**src/rtl/multdiv_unit_if.sv**
```systemverilog
`default_nettype none
// ============================================================================
// Module      : multdiv_unit_if
// Description : Command/result bundle for the iterative multiply/divide unit.
//               The master (issuing stage) drives the start pulses and
//               operands. The slave (multdiv_unit) returns the result,
//               the exception flag, the one-cycle ready strobe and busy.
// Ports       : ctrl_MULT, ctrl_DIV        start pulses (master -> slave)
//               data_operandA/B            operands     (master -> slave)
//               data_result                product low word / quotient
//               data_exception             overflow or divide-by-zero
//               data_resultRDY             one-cycle result-valid strobe
//               busy                       operation in flight
// Revision    : 1.0  initial release
// ============================================================================
interface multdiv_unit_if #(
  parameter int WIDTH = 32
);
  logic             ctrl_MULT;
  logic             ctrl_DIV;
  logic [WIDTH-1:0] data_operandA;
  logic [WIDTH-1:0] data_operandB;
  logic [WIDTH-1:0] data_result;
  logic             data_exception;
  logic             data_resultRDY;
  logic             busy;

  modport master (
    output ctrl_MULT, ctrl_DIV, data_operandA, data_operandB,
    input  data_result, data_exception, data_resultRDY, busy
  );

  modport slave (
    input  ctrl_MULT, ctrl_DIV, data_operandA, data_operandB,
    output data_result, data_exception, data_resultRDY, busy
  );
endinterface
`default_nettype wire

```
**src/rtl/multdiv_unit.sv**
```systemverilog
`default_nettype none
// ============================================================================
// Module      : multdiv_unit
// Description : Iterative signed 32-bit multiplier / divider. Each operation
//               takes a fixed 33 cycles: 32 add/subtract-shift iterations
//               followed by one finalize cycle that registers the result and
//               pulses data_resultRDY. Multiply uses radix-2 Booth. Divide
//               uses restoring division on magnitudes with a final sign fix.
// Ports       : clock        rising-edge clock
//               ctrl_reset   asynchronous reset, active-low
//               bus          multdiv_unit_if.slave (commands in, results out)
// Revision    : 1.0  initial release
// ============================================================================
module multdiv_unit (
  input  wire logic     clock,
  input  wire logic     ctrl_reset,
  multdiv_unit_if.slave bus
);

  localparam logic [5:0] c_ITERS = 6'd32;

  typedef enum logic [1:0] {
    S_IDLE = 2'd0,
    S_MUL  = 2'd1,
    S_DIV  = 2'd2,
    S_DONE = 2'd3
  } state_t;

  state_t      r_state;
  state_t      w_state_nxt;

  logic [5:0]  r_cnt;
  logic [31:0] r_op;      // multiplicand (MUL) or divisor magnitude (DIV)
  logic [32:0] r_hi;      // Booth accumulator (MUL) or partial remainder (DIV)
  logic [31:0] r_lo;      // multiplier/product low (MUL) or quotient (DIV)
  logic        r_qm1;     // Booth look-behind bit
  logic        r_neg;     // quotient must be negated
  logic        r_dvz;     // divisor was zero
  logic        r_ovf;     // most-negative / -1
  logic [31:0] r_result;
  logic        r_exc;
  logic        r_rdy;
  logic        r_busy;

  logic        w_running;
  logic        w_fin;
  logic        w_iter;
  logic        w_accept;
  logic        w_go_mul;
  logic        w_go_div;
  logic [31:0] w_abs_a;
  logic [31:0] w_abs_b;
  logic [32:0] w_booth_sum;
  logic [32:0] w_shift;
  logic [32:0] w_diff;
  logic [32:0] w_hi_nxt;
  logic [31:0] w_lo_nxt;
  logic [31:0] w_fin_result;
  logic        w_fin_exc;

  assign w_running = (r_state == S_MUL) || (r_state == S_DIV);
  assign w_fin     = w_running && (r_cnt == c_ITERS);
  assign w_iter    = w_running && (r_cnt != c_ITERS);
  // The finalize edge also accepts a start so operations chain with no bubble.
  assign w_accept  = (r_state == S_IDLE) || (r_state == S_DONE) || w_fin;
  assign w_go_mul  = w_accept && bus.ctrl_MULT;
  assign w_go_div  = w_accept && bus.ctrl_DIV && !bus.ctrl_MULT;

  assign w_abs_a = bus.data_operandA[31] ? (~bus.data_operandA + 32'd1) : bus.data_operandA;
  assign w_abs_b = bus.data_operandB[31] ? (~bus.data_operandB + 32'd1) : bus.data_operandB;

  // --------------------------------------------------------------------------
  // FSM
  // --------------------------------------------------------------------------
  always_ff @(posedge clock or negedge ctrl_reset) begin
    if (!ctrl_reset) begin
      r_state <= S_IDLE;
    end else begin
      r_state <= w_state_nxt;
    end
  end

  always_comb begin
    w_state_nxt = r_state;
    case (r_state)
      S_IDLE, S_DONE: begin
        if (w_go_mul)      w_state_nxt = S_MUL;
        else if (w_go_div) w_state_nxt = S_DIV;
        else               w_state_nxt = S_IDLE;
      end
      S_MUL, S_DIV: begin
        if (r_cnt == c_ITERS) begin
          if (w_go_mul)      w_state_nxt = S_MUL;
          else if (w_go_div) w_state_nxt = S_DIV;
          else               w_state_nxt = S_DONE;
        end
      end
      default: w_state_nxt = S_IDLE;
    endcase
  end

  // --------------------------------------------------------------------------
  // One iteration of either algorithm
  // --------------------------------------------------------------------------
  // A 33-bit accumulator keeps the Booth partial sum exact even for a
  // most-negative multiplicand.
  always_comb begin
    w_booth_sum = r_hi;
    case ({r_lo[0], r_qm1})
      2'b01:   w_booth_sum = r_hi + {r_op[31], r_op};
      2'b10:   w_booth_sum = r_hi - {r_op[31], r_op};
      default: w_booth_sum = r_hi;
    endcase
  end

  // Remainder stays below the divisor (<= 2^31), so the shifted value fits in
  // 33 bits and bit 32 of the difference is a clean borrow flag.
  assign w_shift = {r_hi[31:0], r_lo[31]};
  assign w_diff  = w_shift - {1'b0, r_op};

  always_comb begin
    w_hi_nxt = r_hi;
    w_lo_nxt = r_lo;
    if (r_state == S_MUL) begin
      w_hi_nxt = {w_booth_sum[32], w_booth_sum[32:1]};
      w_lo_nxt = {w_booth_sum[0], r_lo[31:1]};
    end else if (!w_diff[32]) begin
      w_hi_nxt = w_diff;
      w_lo_nxt = {r_lo[30:0], 1'b1};
    end else begin
      w_hi_nxt = w_shift;
      w_lo_nxt = {r_lo[30:0], 1'b0};
    end
  end

  // --------------------------------------------------------------------------
  // Finalize: sign fix and exception flags
  // --------------------------------------------------------------------------
  always_comb begin
    w_fin_result = r_lo;
    w_fin_exc    = 1'b0;
    if (r_state == S_MUL) begin
      w_fin_exc = (r_hi[31:0] != {32{r_lo[31]}});
    end else if (r_dvz) begin
      w_fin_result = 32'd0;
      w_fin_exc    = 1'b1;
    end else if (r_ovf) begin
      w_fin_result = 32'h8000_0000;
      w_fin_exc    = 1'b1;
    end else if (r_neg) begin
      w_fin_result = ~r_lo + 32'd1;
    end
  end

  // --------------------------------------------------------------------------
  // Datapath registers
  // --------------------------------------------------------------------------
  always_ff @(posedge clock or negedge ctrl_reset) begin
    if (!ctrl_reset) begin
      r_cnt <= 6'd0;
      r_op  <= 32'd0;
      r_hi  <= 33'd0;
      r_lo  <= 32'd0;
      r_qm1 <= 1'b0;
      r_neg <= 1'b0;
      r_dvz <= 1'b0;
      r_ovf <= 1'b0;
    end else if (w_go_mul) begin
      r_cnt <= 6'd0;
      r_op  <= bus.data_operandA;
      r_hi  <= 33'd0;
      r_lo  <= bus.data_operandB;
      r_qm1 <= 1'b0;
    end else if (w_go_div) begin
      r_cnt <= 6'd0;
      r_op  <= w_abs_b;
      r_hi  <= 33'd0;
      r_lo  <= w_abs_a;
      r_neg <= bus.data_operandA[31] ^ bus.data_operandB[31];
      r_dvz <= (bus.data_operandB == 32'd0);
      r_ovf <= (bus.data_operandA == 32'h8000_0000) && (bus.data_operandB == 32'hFFFF_FFFF);
    end else if (w_iter) begin
      r_cnt <= r_cnt + 6'd1;
      r_hi  <= w_hi_nxt;
      r_lo  <= w_lo_nxt;
      r_qm1 <= r_lo[0];
    end
  end

  // --------------------------------------------------------------------------
  // Output registers
  // --------------------------------------------------------------------------
  always_ff @(posedge clock or negedge ctrl_reset) begin
    if (!ctrl_reset) begin
      r_result <= 32'd0;
      r_exc    <= 1'b0;
      r_rdy    <= 1'b0;
      r_busy   <= 1'b0;
    end else begin
      r_rdy  <= w_fin;
      r_busy <= (w_state_nxt == S_MUL) || (w_state_nxt == S_DIV);
      if (w_fin) begin
        r_result <= w_fin_result;
        r_exc    <= w_fin_exc;
      end
    end
  end

  assign bus.data_result    = r_result;
  assign bus.data_exception = r_exc;
  assign bus.data_resultRDY = r_rdy;
  assign bus.busy           = r_busy;

endmodule
`default_nettype wire

```
**src/flat_wrapper.sv**
```systemverilog
// flat-port wrapper written by rule: the top's interface ports become plain ports
module multdiv_unit_flat 
  (clock, ctrl_reset, bus_ctrl_MULT, bus_ctrl_DIV, bus_data_operandA, bus_data_operandB, bus_data_result, bus_data_exception, bus_data_resultRDY, bus_busy);
  multdiv_unit_if #(.WIDTH(32)) bus_i ();
  input  wire logic clock;
  input  wire logic ctrl_reset;
  input wire logic [$bits(bus_i.ctrl_MULT)-1:0] bus_ctrl_MULT;
  input wire logic [$bits(bus_i.ctrl_DIV)-1:0] bus_ctrl_DIV;
  input wire logic [$bits(bus_i.data_operandA)-1:0] bus_data_operandA;
  input wire logic [$bits(bus_i.data_operandB)-1:0] bus_data_operandB;
  output wire logic [$bits(bus_i.data_result)-1:0] bus_data_result;
  output wire logic [$bits(bus_i.data_exception)-1:0] bus_data_exception;
  output wire logic [$bits(bus_i.data_resultRDY)-1:0] bus_data_resultRDY;
  output wire logic [$bits(bus_i.busy)-1:0] bus_busy;
  assign bus_i.ctrl_MULT = bus_ctrl_MULT;
  assign bus_i.ctrl_DIV = bus_ctrl_DIV;
  assign bus_i.data_operandA = bus_data_operandA;
  assign bus_i.data_operandB = bus_data_operandB;
  assign bus_data_result = bus_i.data_result;
  assign bus_data_exception = bus_i.data_exception;
  assign bus_data_resultRDY = bus_i.data_resultRDY;
  assign bus_busy = bus_i.busy;
  multdiv_unit u_core (.clock(clock), .ctrl_reset(ctrl_reset), .bus(bus_i));
endmodule
```
**config.mk**
```make
export PLATFORM = sky130hd
export DESIGN_NAME = multdiv_unit_flat
export DESIGN_NICKNAME = d
export VERILOG_FILES = /design/src/rtl/multdiv_unit_if.sv /design/src/rtl/multdiv_unit.sv /design/src/flat_wrapper.sv
export SDC_FILE = /design/constraint.sdc
export NUM_CORES = 1
export LEC_CHECK = 0
export BUFFER_PORTS_ARGS = -buffer_cell sky130_fd_sc_hd__buf_2
export CAP_MARGIN = 0
export CORE_MARGIN = 3
export CORE_UTILIZATION = 60
export DETAILED_ROUTE_END_ITERATION = 12
export PLACE_DENSITY = 0.86
export SLEW_MARGIN = 10
export SYNTH_ARGS = -nofsm -noshare
export SYNTH_HDL_FRONTEND = slang
export SYNTH_SLANG_ARGS = --single-unit
```
**constraint.sdc**
```tcl
create_clock -name clock -period 6.96 [get_ports clock]
set_clock_uncertainty 0.1 [all_clocks]
set_input_delay 1.044 -clock clock [delete_from_list [all_inputs] [get_ports clock]]
set_output_delay 1.044 -clock clock [all_outputs]
set_load 0.02 [all_outputs]
```
==> results of run 1 <==
[Yosys cell counts, types with 6 or more instances]
master,count
a211oi_1,25
a21o_1,29
a21oi_1,107
a221o_1,9
a221oi_1,11
a22o_1,8
a22oi_1,27
a2bb2oi_1,8
a31oi_1,24
a32o_1,6
a41oi_1,6
and2_1,10
and3_1,13
and4_1,6
buf_1,14
clkbuf_1,91
dfrtp_1,144
ha_1,74
inv_1,76
mux2i_1,47
nand2_1,180
nand2b_1,17
nand3_1,31
nand4_1,19
nor2_1,121
nor2b_1,17
nor3_1,36
nor4_1,13
o211ai_1,39
o21a_1,12
o21ai_0,167
o21ai_1,23
o21bai_1,6
o221ai_1,18
o22ai_1,10
o31ai_1,33
o41ai_1,14
or2_2,8
or3_1,20
or4_1,12
xnor2_1,88
xor2_1,70
[path summary, 6_finish.rpt]
| path | startpoint | cells past startpoint | slack, ns | to |
|---|---|---|---|---|
| max in group asynchronous | ctrl_reset | 2 | 4.89 | u_core.r_hi[16] |
| min in group asynchronous | ctrl_reset | 1 | 0.63 | u_core.bus.data_result[22] |
| setup reg to reg | u_core.r_op[7] | 18 | 1.56 | u_core.r_hi[32] |
| hold reg to reg | u_core.bus.data_result[3] | 2 | 0.38 | u_core.bus.data_result[3] |
| setup / recovery | u_core.r_op[7] | 18 | 1.56 | u_core.r_hi[32] |
| hold / removal | u_core.bus.data_result[3] | 2 | 0.38 | u_core.bus.data_result[3] |
[cell families (layout without fill, tap and decap cells)]
logic type               Yosys count  in the layout  synth area share, %
AND/OR/NAND/NOR                  529            529                 18.7
AO/OA/AOI/OAI                    624            624                 29.7
buffers and inverters            182            227                 4.94
multiplexers                      49             49                 3.57
adder cells (fa/ha/maj)           76             76                 6.99
flip-flops                       144            144                 26.1
XOR/XNOR                         158            158                 10.0
[worst min-delay path, stage by stage, from the launching register on]
cell and delay, ns:
dfrtp_1 0.34, nand2_1 0.05, o21ai_0 0.06
[metrics by stage]
step	setup WS [ns]	instance area, sq um
6_report	1.56	15000
5_1_grt	1.16	15000
4_1_cts	1.66	15000
3_5_place_dp	1.67	14400
3_3_place_gp	1.80	14400
2_1_floorplan	2.31	13800
[registers in the layout, indices dropped and copies added (netlist names)]
signal	cells
u_core.r_lo	32
u_core.r_neg	1
u_core.r_state	2
u_core.r_qm1	1
u_core.bus.data_result	32
u_core.r_dvz	1
u_core.r_hi	33
u_core.bus.data_exception	1
u_core.bus.data_resultRDY	1
u_core.r_cnt	6
u_core.r_op	32
u_core.r_ovf	1
u_core.bus.busy	1
[metal layers]
layer / global-route usage [%] / routed length, um
met1: 50.1 / 18300
met2: 56.6 / 20600
met3: 6.81 / 4910
met4: 12.9 / 1700
met5: 0 / 13
[final cells by class]
type	instances	share of cell area, %
Inverter	77	1.92
Sequential cell	144	24.0
Clock inverter	14	0.991
Timing Repair Buffer	119	4.29
Tap cell	280	2.33
Multi-Input combinational cell	1436	63.6
Clock buffer	17	2.83
==> results.yml, run 1 <==
sta:
  tns_ns: 0
  setup_viol: 0
  whs_ns: 0.378
  period_share_pct: 77.5
  rsz0062_at_grt: "no"
  tightest_slew_ns: 1.17
  slew_headroom_pct: 21.9
  period_minus_slack_ns: 5.40
  slew_viol_final: 0
  fmax_mhz: 185
  hold_violations: 0
placed_design:
  hpwl_um: 33000
  port_buffers: 102
  place_inst: 2056
  place.gp.congestion: 1.00
clocking:
  htree_num_levels: 4
  root_buffer: "clkbuf_16"
  cts_buffer_depth: 2
  clk_pin_slew_ns: 0.07
  clk_latency_ns: 0.43
  ctsResizeCount: 0
  clkSinkCount: 144
  numCtsBuffers: 17
  cts_tree: "built"
  hold_buffers: 0
  post_cts_buffers: 0
grt:
  antenna_found_initial: 1
  grt_pass1_vias: 13500
  gr-usage-all-layers_pct: 36.1
  gr-total-overflow: 0
  grt_pass1_wl_um: 72200
  grt_max_degree: 96
cells_and_area:
  fillerInstances: 1846
  drive_gt1_share_pct: 10.1
  layout_commonest_cell: "nand2_1"
  final_cell_mix: "180 x nand2_1, 167 x o21ai_0, 144 x dfrtp_1, 120 x nor2_1, 107 x a21oi_1"
  final_cells: 2087
  finalNetCount: 1939
  fin_util_pct: 67.6
  area_growth_pct: 8.68
  n_antenna_cell: 0
  seq_area_sq_mm: 0.00360
  multi_input_area_sq_mm: 0.00956
setup_path:
  cp_top_family: "simple AND/OR/NAND/NOR gates"
  crit_required_ns: 7.13
  path_cells: "or4_1 -> or4_1 -> nor3_1 -> and2_1 -> nand2_1 -> nand2_1 -> o21ai_0 -> xnor2_1 -> ha_1 -> a21oi_1 -> o21ai_1 -> a21o_1 -> a221oi_1 -> o21ai_0 -> or3_1 -> and4_1 -> o31ai_1 -> o22ai_1"
  startpoint_type: "flip-flop"
  crit_fanout: 7
  crit_slowest_cell: "or4_1"
  end_kind: "flip-flop"
  crit_type: "reg2reg"
  cp.arrival_ns: 5.57
  slowest_delay_ns: 0.58
  crit_buf_inv: 0
synth:
  synth_cell_type_count: 81
  syn_area_sq_mm: 0.0138
  syn_area_per_cell_sq_um: 7.85
  ys.flop_type: "dfrtp_1"
  yosysTopAreaCell: "dfrtp_1"
  synth.net_count: 1906
  synth_area_leaders: "dfrtp_1 26%, ha_1 6.7%, o21ai_0 6.0%"
  yosysWarnings: 0
  synth-edff-count: 0
  synthArstFlopShare_pct: 100
  synth_top_area_share_pct: 26.1
  synth-seq-cells: 144
  ys_seq_area_share_pct: 26.1
  synthCells: 1762
floorplan:
  coreArea_sq_mm: 0.0222
  die_w_um: 158
  rows: 54
  pin_count: 103
  fp.dieH_um: 158
  die_area_sq_mm: 0.0249
  start_util_pct: 62.2
route:
  drt_iter0_drc: 1799
  vias: 14600
  drc: 0
  viasPerCell: 6.99
  wl_um: 45500
  wl_per_cell_um: 21.8
  drt_pass1_iterations: 6
  postRouteAntennaNets: 0
worst_hold_path:
  min_path_type: "reg2reg"
flow_run:
  maxCapViolations: 0
outcome:
  status: "complete, no violations"
Power of run 1 is left out: the tool's default activity adds up to more than one toggle a clock period on the data nets, which glitch-free logic cannot reach.
==> run 2: changes to the inputs <==
--- a/config.mk
+++ b/config.mk
@@ -8,9 +8,9 @@
 export BUFFER_PORTS_ARGS = -buffer_cell sky130_fd_sc_hd__buf_2
 export CAP_MARGIN = 0
 export CORE_MARGIN = 3
-export CORE_UTILIZATION = 60
+export CORE_UTILIZATION = 56
 export DETAILED_ROUTE_END_ITERATION = 12
-export PLACE_DENSITY = 0.86
+export PLACE_DENSITY = 0.84
 export SLEW_MARGIN = 10
 export SYNTH_ARGS = -nofsm -noshare
 export SYNTH_HDL_FRONTEND = slang
==> constraint.sdc (replaced) <==
create_clock -name clock -period 4.95 [get_ports clock]
set_clock_uncertainty 0.1 [all_clocks]
set_input_delay 0.7425 -clock clock [delete_from_list [all_inputs] [get_ports clock]]
set_output_delay 0.7425 -clock clock [all_outputs]
set_load 0.02 [all_outputs]
==> run 2 against run 1 <==
Net effect: routed wire length fell by 2.0%; final cell count rose by 2.5%; utilization shrank 3.8 points; die area up 6.9%; setup slack lost 1.3 ns; sequential share of layout area fell by 0.35 points; non-clock buffer count is 12 higher; design area is 1.5% higher; sequential cell count stayed put; count of clock-buffer cells in the layout is 1 higher; global-route usage is 3.1 points lower.
==> results.yml, run 2 (same netlist as run 1, synthesis figures left out) <==
outcome:
  status: "complete, no violations"
floorplan:
  fp.dieH_um: 163
  pin_count: 103
  die_area_sq_mm: 0.0266
  die_w_um: 163
  rows: 56
  start_util_pct: 57.9
  coreArea_sq_mm: 0.0239
route:
  drt_iter0_drc: 1804
  drc: 0
  vias: 14400
  viasPerCell: 6.71
  postRouteAntennaNets: 0
  wl_per_cell_um: 20.8
  wl_um: 44600
  drt_pass1_iterations: 8
setup_path:
  r2r_slack_ns: 0.24
  r2r_end: "u_core.r_hi[31]"
  ff2ff_path_depth: 17
  cp.arrival_ns: 4.92
  timing.rr.start: "u_core.r_op[8]"
  end_kind: "flip-flop"
  crit_path_end: "u_core.r_hi[31]"
  crit_type: "reg2reg"
  crit_path_start: "u_core.r_op[8]"
  crit_fanout: 5
  startpoint_type: "flip-flop"
  crit_required_ns: 5.16
cells_and_area:
  final_cells: 2139
  largest_reg_flops: 33
  drive_gt1_share_pct: 11.0
  finalNetCount: 1951
  n_antenna_cell: 0
  final_cell_mix: "179 x nand2_1, 167 x o21ai_0, 144 x dfrtp_1, 120 x nor2_1, 107 x a21oi_1"
  layout_commonest_cell: "nand2_1"
  top_register: "u_core.r_hi"
  area_growth_pct: 10.3
worst_hold_path:
  min_path_type: "in2async"
clocking:
  root_buffer: "clkbuf_16"
  hold_buffers: 0
  post_cts_buffers: 0
  cts_tree: "built"
  htree_num_levels: 4
  numCtsBuffers: 17
  clkSinkCount: 144
  cts_buffer_depth: 2
  clk_pin_slew_ns: 0.07
  clk_latency_ns: 0.44
grt:
  antenna_found_initial: 0
  gr-usage-all-layers_pct: 33.0
  grt_pass1_vias: 13500
  gr-total-overflow: 0
  grt_max_degree: 105
  grt_pass1_wl_um: 70700
placed_design:
  hpwl_um: 32900
  dpl_worst_slack_ns: -0.0554
  port_buffers: 102
  place.gp.congestion: 0.996
  place_inst: 2107
sta:
  setup_viol: 0
  period_minus_slack_ns: 4.71
  hold_violations: 0
  slew_viol_final: 0
  tns_ns: 0
  whs_ns: 0.270
  period_share_pct: 95.2
  slew_headroom_pct: 31.4
  tightest_slew_ns: 1.03
  fin_ws_ns: 0.239
  fmax_mhz: 212
flow_run:
  maxCapViolations: 0
run 2: cell count changes in the layout (fill, tap and decap cells not counted), sizes merged:
cell | previous run | this run
clkinv | 2 | 1
buf | 119 | 131
bufinv | 1 | 2
clkbuf | 17 | 18
run 2: area by class of cell:
| cell class | instances | area [sq um] |
|---|---|---|
| Clock buffer | 18 | 429 |
| Clock inverter | 14 | 169 |
| Fill cell | 2042 | 8650 |
| Inverter | 77 | 293 |
| Multi-Input combinational cell | 1436 | 9590 |
| Sequential cell | 144 | 3600 |
| Tap cell | 319 | 399 |
| Timing Repair Buffer | 131 | 759 |
run 2: worst min path at each step:
stage / endpoint / slack [ns] / cells past startpoint
CTS: u_core.bus.data_result[26] / 0.37 / 1
detailed placement: u_core.bus.data_result[6] / 0.37 / 2
global placement: u_core.bus.data_result[2] / 0.36 / 2
floorplan: u_core.bus.busy / 0.35 / 0
global route: u_core.bus.data_result[27] / 0.35 / 1
finish: u_core.bus.data_result[28] / 0.27 / 1
run 2: per-layer routing:
metal	part of all wire, %	vias up	GRT usage, %
met3	9.1	122	6.19
met5	0	-	0
met2	45	766	52.3
met1	42	6858	45.0
li1	-	6610	-
met4	3.8	0	12.2
run 2: critical path, cell delays in order, from the launching register on:
cell	delay, ns
dfrtp_1	0.40
or4_1	0.56
or4_4	0.48
nor3_4	0.18
and2_4	0.19
nand2_1	0.06
nand2_2	0.13
a21bo_2	0.24
xnor2_1	0.12
ha_1	0.36
and3_1	0.22
nor2b_1	0.16
a221oi_2	0.27
o21ai_0	0.14
or3_1	0.39
and4_1	0.21
o31ai_2	0.25
a22oi_1	0.13
run 2: through the flow:
| stage | util [%] | cell area (sq um) |
|---|---|---|
| global placement | 61.2 | 14600 |
| global route | 63.8 | 15200 |
| finish | 63.8 | 15200 |
| floorplan | - | 13800 |
| CTS | 63.7 | 15200 |
| detailed placement | 61.2 | 14600 |
run 2: timing repair:
action / in CTS / in global routing
setup endpoints to repair: 2 / 4
cloned: 0 / 0
pin swaps: 0 / 1
gates resized for setup: 1 / 7
Power of run 2 is left out for the same reason.
